==> src/rtl/fetch_unit.sv <==
// fetch_unit: in-order instruction fetch with credit-limited requests, a prefetch FIFO
// and redirect handling that flushes the FIFO and discards in-flight responses.
module fetch_unit #(
  parameter logic [31:0] RESET_PC = 32'h0,
  parameter int DEPTH = 4,
  parameter int MAX_OUTSTANDING = 2
) (
  input  logic        clk_i,
  input  logic        rstn_i,
  output logic        imem_req_valid_o,
  input  logic        imem_req_ready_i,
  output logic [31:0] imem_req_addr_o,
  input  logic        imem_rsp_valid_i,
  input  logic [31:0] imem_rsp_data_i,
  input  logic        redirect_i,
  input  logic [31:0] redirect_pc_i,
  output logic        instr_valid_o,
  input  logic        instr_ready_i,
  output logic [31:0] instr_o,
  output logic [31:0] instr_pc_o
);
  localparam int OW = $clog2(MAX_OUTSTANDING + 1);
  localparam int CW = $clog2(DEPTH + 1);
  localparam int AW = $clog2(DEPTH);
  logic [OW-1:0] out_cnt, out_nx, disc_cnt, disc_nx;
  logic [CW-1:0] cnt, cnt_nx;
  logic [AW-1:0] wr_ptr, rd_ptr;
  logic [31:0] fetch_pc, fetch_nx, rsp_pc, tgt;
  logic stale, fire, hold, push, pop, raise;
  logic [31:0] data_q [DEPTH];
  logic [31:0] pc_q [DEPTH];
  assign instr_valid_o = cnt != '0;
  assign instr_o = instr_valid_o ? data_q[rd_ptr] : '0;
  assign instr_pc_o = instr_valid_o ? pc_q[rd_ptr] : '0;
  always_comb begin
    tgt = redirect_pc_i & ~32'd3;
    fire = imem_req_valid_o & imem_req_ready_i;
    hold = imem_req_valid_o & ~imem_req_ready_i;
    pop = instr_valid_o & instr_ready_i & ~redirect_i;
    push = imem_rsp_valid_i & (disc_cnt == '0) & ~redirect_i;
    out_nx = out_cnt + OW'(fire) - OW'(imem_rsp_valid_i);
    cnt_nx = redirect_i ? '0 : cnt + CW'(push) - CW'(pop);
    disc_nx = redirect_i ? out_nx
            : disc_cnt - OW'(imem_rsp_valid_i && disc_cnt != '0) + OW'(fire & stale);
    // A stale request already consumed its address slot; the redirect target is still next.
    fetch_nx = redirect_i ? tgt : (fire & ~stale) ? fetch_pc + 32'd4 : fetch_pc;
    raise = ~redirect_i && (out_nx < OW'(MAX_OUTSTANDING))
         && ((CW+1)'(out_nx) + (CW+1)'(cnt_nx) < (CW+1)'(DEPTH));
  end
  always_ff @(posedge clk_i or negedge rstn_i) begin
    if (!rstn_i) begin
      imem_req_valid_o <= 1'b0;
      imem_req_addr_o <= RESET_PC;
      out_cnt <= '0;
      disc_cnt <= '0;
      cnt <= '0;
      stale <= 1'b0;
      fetch_pc <= RESET_PC;
      rsp_pc <= RESET_PC;
      wr_ptr <= '0;
      rd_ptr <= '0;
    end else begin
      if (!hold) begin
        imem_req_valid_o <= raise;
        imem_req_addr_o <= fetch_nx;
      end
      out_cnt <= out_nx;
      disc_cnt <= disc_nx;
      cnt <= cnt_nx;
      stale <= redirect_i ? hold : stale & ~fire;
      fetch_pc <= fetch_nx;
      rsp_pc <= redirect_i ? tgt : push ? rsp_pc + 32'd4 : rsp_pc;
      wr_ptr <= redirect_i ? '0 : wr_ptr + AW'(push);
      rd_ptr <= redirect_i ? '0 : rd_ptr + AW'(pop);
    end
  end
  always_ff @(posedge clk_i) begin
    if (push) begin
      data_q[wr_ptr] <= imem_rsp_data_i;
      pc_q[wr_ptr] <= rsp_pc;
    end
  end
  assert property (@(posedge clk_i) disable iff (!rstn_i) !(push && !pop && cnt == CW'(DEPTH)));
endmodule

==> config.mk <==
export PLATFORM = sky130hd
export DESIGN_NAME = fetch_unit
export DESIGN_NICKNAME = d
export VERILOG_FILES = /design/src/rtl/fetch_unit.sv
export SDC_FILE = /design/constraint.sdc
export NUM_CORES = 1
export LEC_CHECK = 0
export CORE_MARGIN = 2
export CORE_UTILIZATION = 55
export CTS_CLUSTER_DIAMETER = 40
export DETAILED_ROUTE_END_ITERATION = 12
export PLACE_DENSITY = 0.78
export REMOVE_ABC_BUFFERS = 1
export SYNTH_ARGS = -nofsm -noshare
export SYNTH_HDL_FRONTEND = slang
export SYNTH_SLANG_ARGS = --single-unit
==> constraint.sdc <==
create_clock -name clk_i -period 7.6 [get_ports clk_i]
set_input_delay 2.28 -clock clk_i [delete_from_list [all_inputs] [get_ports clk_i]]
set_output_delay 2.28 -clock clk_i [all_outputs]
set_load 0.01 [all_outputs]
Word-level counts from Yosys, hierarchy flattened
Memories as Yosys holds them, arrays and structs flattened.
Index checks and enable logic that the tools add are counted.
{"block": "word_totals", "reg_bits": 109, "latch_bits": 0, "ramBits": 256, "romBits": 0, "input_bits": 70, "out_inout_bits": 98, "elab_cells": 58, "mem_count": 2}
{"memory": "data_q", "depth": 4, "width": 32, "read_ports": 1, "rd_clocked_by_memory_dff": 0, "wr": 1, "line_no": "30", "text": "logic [31:0] data_q [DEPTH];"}
{"memory": "pc_q", "depth": 4, "width": 32, "read_ports": 1, "rd_clocked_by_memory_dff": 0, "wr": 1, "line_no": "31", "text": "logic [31:0] pc_q [DEPTH];"}
{"block": "op_classes", "n_addsub": 11, "mul": 0, "n_div": 0, "magnitude_cmp": 2, "n_eq_ne": 0, "n_shift": 0, "n_mux": 13, "n_bitwise": 13, "n_reduce_logical": 7}
{"operator": "32-bit two-way mux", "n": 6}
{"operator": "32-bit by 3-bit adder with 32-bit output, second input constant", "n": 2}
{"operator": "1-bit bitwise AND", "n": 9}
{"operator": "2-bit by 1-bit adder with 2-bit output", "n": 4}
{"operator": "2-bit two-way mux", "n": 3}
{"operator": "2-bit by 3-bit adder with 4-bit output", "n": 1}
{"operator": "4-bit by 3-bit < comparator with 1-bit output, second input constant", "n": 1}
{"operator": "1-bit inverter", "n": 4}
{"operator": "2-bit nonzero test", "n": 2}
{"operator": "2-bit by 1-bit subtractor with 2-bit output", "n": 2}
{"operator": "3-bit by 1-bit adder with 3-bit output", "n": 1}
{"operator": "1-bit logical AND", "n": 3}
{"operator": "1-bit two-way mux", "n": 3}
{"operator": "3-bit two-way mux", "n": 1}
{"operator": "3-bit nonzero test", "n": 1}
{"operator": "3-bit by 1-bit subtractor with 3-bit output", "n": 1}
{"operator": "2-bit logical NOT", "n": 1}
{"operator": "2-bit < comparator, second input constant", "n": 1}

Logic depth before layout (Yosys ltp)
Gate-level depths: netlist of run 1.
{"block": "logic_depth", "depth_word": 9, "ltp_mapped": 14, "ltp_nobuf": 12}

Worst setup path before layout of run 1
No wires, ideal clock.
{"block": "synth_timing", "kind": "input -> register", "startpoint": "in imem_rsp_valid_i", "endpoint": "mem data_q[1][0] (enable)", "setup_ps": 571, "arrival_ps": 7576, "required_time_ps": 7029, "slack_ps": -547, "path_stages": 5, "n_path_buf": 1, "path_cell_list": "or3b_1 -> buf_6 -> nor2_1 -> inv_1 -> nor3b_1"}
{"block": "synth_via", "elab_chain_cells": 4}
{"element": "start, declared", "line_no": "13", "text": "input logic imem_rsp_valid_i,"}
{"element": "1-bit bitwise AND (2 in series)", "line_no": "40", "text": "push = imem_rsp_valid_i & (disc_cnt == '0) & ~redirect_i;"}
{"element": "1-bit two-way mux", "line_no": "78", "text": "if (push) begin"}
{"element": "1-bit two-way mux (not written as such)", "line_no": "79", "text": "data_q[wr_ptr] <= imem_rsp_data_i;"}
{"element": "end, declared", "line_no": "30"}
Every way passes these cells.

Worst setup path after layout of run 1
{"block": "layout_timing", "startpoint": "reg rd_ptr[0]", "endpoint": "out instr_o[11]"}
{"block": "layout_via", "elab_chain_cells": 2}
{"element": "start, declared", "line_no": "27", "text": "logic [AW-1:0] wr_ptr, rd_ptr;"}
{"element": "start signal, assigned", "line_no": "74", "text": "rd_ptr <= redirect_i ? '0 : rd_ptr + AW'(pop);"}
{"element": "memory 4 x 32 bit"}
{"element": "32-bit two-way mux", "line_no": "33", "text": "assign instr_o = instr_valid_o ? data_q[rd_ptr] : '0;"}
{"element": "end, declared", "line_no": "19", "text": "output logic [31:0] instr_o,"}
Every way passes these cells.

==> reports/metrics.yaml, run 1 <==
status: "finished, violations left"
violations: "DRC"
min_delay_path_depth: 2
portBuffers: 163
cts.clk_slew.worst_paths_ns: 0.06
path_class: "flip-flop to output port"
r2r-start: "cnt[1]"
start_util: 0.5605
period_needed_ns: 5.594
worstPathArrival_ns: 3.31
hold_violations: 0
die_y_um: 167.2
clockBufferDepth: 3
area_growth_pct: 23.07
drive_gt1_frac: 0.1442
syn_inst: 935
numCtsBuffers: 41
io_pins: 168
rsz0062_at_grt: "no"
grt_start_max_net_pins: 79
via_count: 8469
relSlewSlack: 0.1706
yosys.area.top_type_share: 0.5085
final_net_count: 1188
post-synth-top-area-cell: "edfxtp_1"
utilization: 0.6897
rows: 59
post-route-period-util: 0.7360
hold_buffers: 0
viasPerCell: 5.753
detail_route.wl_per_cell_um: 19.81
dieArea_mm2: 0.02795
hpwl_mm: 17.78
clk_latency_ns: 0.53
fin_skew_ns: 0.02087
synth.most_common_cell: "edfxtp_1"
ir_worst_vdd_mv: 0.2689
root_buffer: "clkbuf_16"
tightestPinTransition_ns: 1.233
drt_pass1_iterations: 9
drt_iter0_drc: 709
synth_cell_types: 48
synthFlopType: "edfxtp_1"
syn_area_mm2: 0.01465
crit_fanout: 43
cts.sinks: 355
holdCritStartpoint: "imem_req_addr_o[2]"
postCtsSetupRepairBufs: 0
required_ns: 5.32
synth-edff-count: 248
finalPower_mw: 5.601
power_density_mw_per_mm2: 310.7
hp-class: "flip-flop to flip-flop"
cap_violations: 0
ys_seq_area_frac: 0.6913
ys_seq_elements: 355
gr-total-overflow: 0
place_congestion: 0.8450
ys_async_sr_fraction: 0.3014
drv_slew: 0
max_freq_mhz: 178.8
drc: 13
core_area_mm2: 0.02613
grt.total_usage: 0.2121
grt_pass1_vias: 8709
endpoint_kind: "output port"
ff2ff_path_depth: 13
antenna_found_initial: 0
cts_tree: "done"
netlist_top_cells_count: "edfxtp_1 (248), dfrtp_1 (107), nor2b_1 (72), mux4_2 (62), nor2_1 (61)"
ys_warn_count: 0
antenna_cells: 0
grt_pass1_wl_mm: 46.89
ant_nets: 0
dieWidth_um: 167.2
synth_area_leaders: "edfxtp_1 (51%), dfrtp_1 (18%), mux4_2 (9.5%)"
drt_wl_total_mm: 29.16
setup_violations: 0
syn_avg_cell_area_um2: 15.66
htreeDepth: 2
crit_start: "rd_ptr[0]"
p_leak_nw: 6.180
cts_resized: 0
start_kind: "flip-flop"
[critical path, stage by stage, from the launching register on]
cell and delay [ns]:
dfrtp_4 1.01, buf_4 0.52, mux4_2 0.55, nor2b_1 0.16, clkdlybuf4s50_1 0.53
[flip-flops by register name (all words and copies together), names as in the netlist, 3 cells and up]
register,count
imem_req_addr_o,32
data_q,128
cnt,3
fetch_pc,32
rsp_pc,30
pc_q,120
[metal layers]
metal / vias to the layer above / track usage / routed length (um)
met5: - / 0 / 0
met4: 0 / 0.05369 / 510
met3: 41 / 0.04065 / 1737
met2: 274 / 0.3421 / 14030
met1: 4261 / 0.3034 / 12880
li1: 3893 / - / -
[worst paths after layout]
check,end,slack (ns)
max reg2reg,imem_req_valid_o,3.94
max in group asynchronous,rd_ptr[0],4.66
max,instr_o[11],2.01
min,imem_req_addr_o[2],0.47
min in group asynchronous,imem_req_addr_o[24],1.92
min reg2reg,imem_req_addr_o[2],0.47
[cells by family (layout without fill, tap and decap cells)]
| logic type | count (synthesis) | count (layout) | share of synthesized area |
|---|---|---|---|
| XOR/XNOR | 53 | 53 | 0.03169 |
| AO/OA/AOI/OAI | 93 | 93 | 0.03972 |
| other | 1 | 2 | 0.0002560 |
| flip-flops | 355 | 355 | 0.6913 |
| AND/OR/NAND/NOR | 281 | 281 | 0.1026 |
| multiplexers | 76 | 76 | 0.1058 |
| adder cells (fa/ha/maj) | 12 | 12 | 0.01076 |
| buffers and inverters | 64 | 265 | 0.01794 |
[cell type report]
class,instances,area (um2)
sequential,355,10130
fill,1749,8108
timing repair buffer,175,1732
clock inverter,25,286.5
tap,335,419.2
inverter,16,60.06
clock buffer,49,1109
multi-input combinational,517,4289
[stage by stage]
stage / hold slack [ns] / instance area, um2 / worst slack [ns] / setup TNS, ns / instances
floorplan: 0.4799 / 14450 / -0.5335 / -44.39 / 888
global route: 0.5031 / 18020 / 1.737 / 0 / 1472
global placement: 0.4602 / 16630 / 1.934 / 0 / 1398
detailed placement: 0.4628 / 16630 / 1.854 / 0 / 1398
finish: 0.4744 / 18020 / 2.006 / 0 / 1472
CTS: 0.4846 / 18020 / 1.878 / 0 / 1472
[cell usage in the layout (no fill, tap or decap), types with 22 or more instances in the layout]
cell             Yosys  final
a21oi_1             45     45
edfxtp_1           248    248
nand4_1             22     22
xnor2_1             30     30
nor2_1              61     60
clkbuf_16            0     43
dfrtp_1            107    105
nand2_1             47     47
clkdlybuf4s50_1      0    162
xor2_1              23     23
mux4_2              62     62
nor2b_1             72     71
[power breakdown]
part	switching (mW)	internal [mW]	leakage, nW
registers	0.147	2.24	3.46
logic	0.569	0.654	2.04
clock network	0.770	1.22	0.686
Note: power is estimated with default switching activity, not from simulation.
==> run 2: changes to the inputs <==
==> constraint.sdc (replaced) <==
create_clock -name clk_i -period 5.3 [get_ports clk_i]
set_input_delay 1.59 -clock clk_i [delete_from_list [all_inputs] [get_ports clk_i]]
set_output_delay 1.59 -clock clk_i [all_outputs]
set_load 0.01 [all_outputs]
==> run 2 against run 1 <==
  * Routed wire length grew 0.14%
  * Total power grew 45%
  * Clock skew shrank 0.0083 ns
  * Cell count grew 0.14%
  * Combinational power grew 46%
  * First-iteration DRC count shrank 25%
  * Highest routed layer unchanged
  * Critical path type is now primary input to flip-flop
  * Sequential power grew 43%
  * Clock-buffer cell count shrank 7
  * Critical path depth grew 9
  * Flip-flop and latch count is the same
  * The run still ends with DRC left
  * Core utilization grew 0.60 points
  * Sequential share of layout area shrank 0.49 points
==> reports/metrics.yaml, run 2 (same netlist as run 1, synthesis figures left out) <==
crit_buf_inv: 4  # +2
root_buffer: "clkbuf_16"
r2r-start: "disc_cnt[1]"
die_y_um: 167.2  # unchanged
post-route-period-util: 0.8596
setup_violations: 0  # unchanged
postCtsSetupRepairBufs: 0  # unchanged
clk_latency_ns: 0.52  # about the same
power_density_mw_per_mm2: 446.8  # +44%
power_frac_comb: 0.220  # +0.002
hold_buffers: 0  # unchanged
hp-class: "flip-flop to flip-flop"
crit_start: "imem_rsp_valid_i"
grt_start_max_net_pins: 77  # -2.5%
drv_slew: 0  # unchanged
path_class: "primary input to flip-flop"
numCtsBuffers: 40  # -2.4%
antenna_found_initial: 0  # unchanged
hpwl_mm: 18.01  # +1.3%
relSlewSlack: 0.1912  # +0.02068
grt_pass1_wl_mm: 47.04  # +0.32%
holdCritStartpoint: "imem_req_addr_o[1]"
drt_wl_total_mm: 29.20  # +0.14%
internal_power_mw: 5.988  # +46%
cts_tree: "done"
drc: 13  # unchanged
cts_resized: 0  # unchanged
required_ns: 5.72  # +0.40 ns
dieWidth_um: 167.2  # unchanged
grt.total_usage: 0.2132  # +0.001153
cts.clk_slew.worst_paths_ns: 0.06  # about the same
timing.final.ws_setup_ns: 0.7441  # -1.262 ns
final.setup.tns_ns: 0  # unchanged
gr-total-overflow: 0  # unchanged
cp_cell_sequence: "clkdlybuf4s50_1 > or3b_1 > nor2_1 > inv_1 > ha_1 > inv_1 > ha_1 > inv_1 > fa_1 > nor2_1 > ha_1 > a311o_1 > o31ai_1"
htreeDepth: 2  # unchanged
critPathMaxStageDelay_ns: 0.53  # -0.48 ns
tightestPinTransition_ns: 1.202  # -0.03073 ns
rsz0062_at_grt: "no"
grt_pass1_vias: 8751  # +0.48%
fin_skew_ns: 0.01262  # -0.008253 ns
cts.sinks: 355  # unchanged
pre_cts_ws_ns: 0.2910  # -1.563 ns
start_util: 0.5605  # unchanged
fillCellCount: 1706  # -2.5%
max_freq_mhz: 219.5
period_needed_ns: 4.556
portBuffers: 163  # unchanged
endpoint_kind: "flip-flop"
drt_pass1_iterations: 8  # -1
violations: "DRC"
p_seq_frac: 0.419  # -0.007
clkPwrFrac: 0.361  # +0.005
largest-register: "data_q"
reg_top3: "data_q x128, pc_q x120"
crit_fanout: 6  # -86%
final_common_cell: "edfxtp_1"
critPathSlowestCell: "clkdlybuf4s50_1"
io_pins: 168  # unchanged
antenna_cells: 0  # unchanged
hold_violations: 0  # unchanged
drt_iter0_drc: 530  # -25%
start_kind: "primary input"
final_cell_mix: "edfxtp_1 (248), clkdlybuf4s50_1 (162), dfrtp_1 (105)"
place_congestion: 0.8534  # +0.99%
core_area_mm2: 0.02613  # unchanged
status: "finished, violations left"
p_sw_frac: 0.2629  # -0.002433
final_net_count: 1192  # +0.34%
crit_family: "adder cells"
dieArea_mm2: 0.02795  # unchanged
viasPerCell: 5.717  # -0.63%
drive_gt1_frac: 0.1501  # +0.005892
clockBufferDepth: 3  # unchanged
largest_reg_flops: 128  # unchanged
rows: 59  # unchanged
p_switching_mw: 2.136  # +44%
p_leak_nw: 6.232  # +0.85%
via_count: 8427  # -0.50%
worstPathArrival_ns: 4.97  # +1.66 ns
detail_route.wl_per_cell_um: 19.81  # about the same
area_growth_pct: 24.14
ir_worst_vdd_mv: 0.2804  # +4.3%
cap_violations: 0  # unchanged
ant_nets: 0  # unchanged
==> run 2: power by group through the flow <==
stage,clock (mW),combinational [mW],sequential (mW)
global route,3.09,1.94,3.44
global placement,0,1.77,3.45
detailed placement,0,1.80,3.46
floorplan,0,0.888,3.47
finish,2.93,1.78,3.41
CTS,2.98,1.81,3.41
==> run 2: cell type report <==
class	instances	area, um2	area share
multi-input combinational	517	4289	0.2359
timing repair buffer	180	1857	0.1021
sequential	355	10130	0.5571
tap	335	419.2	0.02305
clock buffer	42	1040	0.05718
inverter	16	60.06	0.003303
clock inverter	29	387.9	0.02133
==> run 2: final timing paths <==
check                                           end  slack (ns)  cells past startpoint
worst min register to register   imem_req_addr_o[1]        0.48                      2
worst max-delay path               imem_req_valid_o        0.74                     13
max in group asynchronous                 rd_ptr[0]        3.28                      2
worst min-delay path             imem_req_addr_o[1]        0.48                      2
worst max register to register     imem_req_valid_o        1.92                     12
min in group asynchronous       imem_req_addr_o[23]        1.14                      1
==> run 2: worst reg2reg max path: stages, from the launching register on <==
cell and delay [ns]:
dfrtp_1 0.41, or3b_1 0.52, nor2_1 0.26, inv_1 0.14
ha_1 0.31, inv_1 0.04, ha_1 0.16, inv_1 0.06
fa_1 0.41, nor2_1 0.16, ha_1 0.25, a311o_1 0.34
o31ai_1 0.21
==> run 2: metal layers <==
layer,up-vias,GRT usage,wire length (um)
met1,4216,0.3007,12690
met3,47,0.03545,1689
met5,-,0,0
li1,3904,-,-
met4,0,0.05633,557
met2,260,0.3514,14270
==> run 2: through the flow <==
stage	hold WS, ns	cell area [um2]	total power [mW]	instances	utilization
after floorplan	0.4799	14450	4.356	888	-
after global placement	0.4605	16750	5.222	1403	0.6411
after detailed placement	0.4593	16750	5.258	1403	0.6411
after CTS	0.4794	18180	8.205	1474	0.6958
after global routing	0.5140	18180	8.465	1474	0.6958
final	0.4776	18180	8.124	1474	0.6958
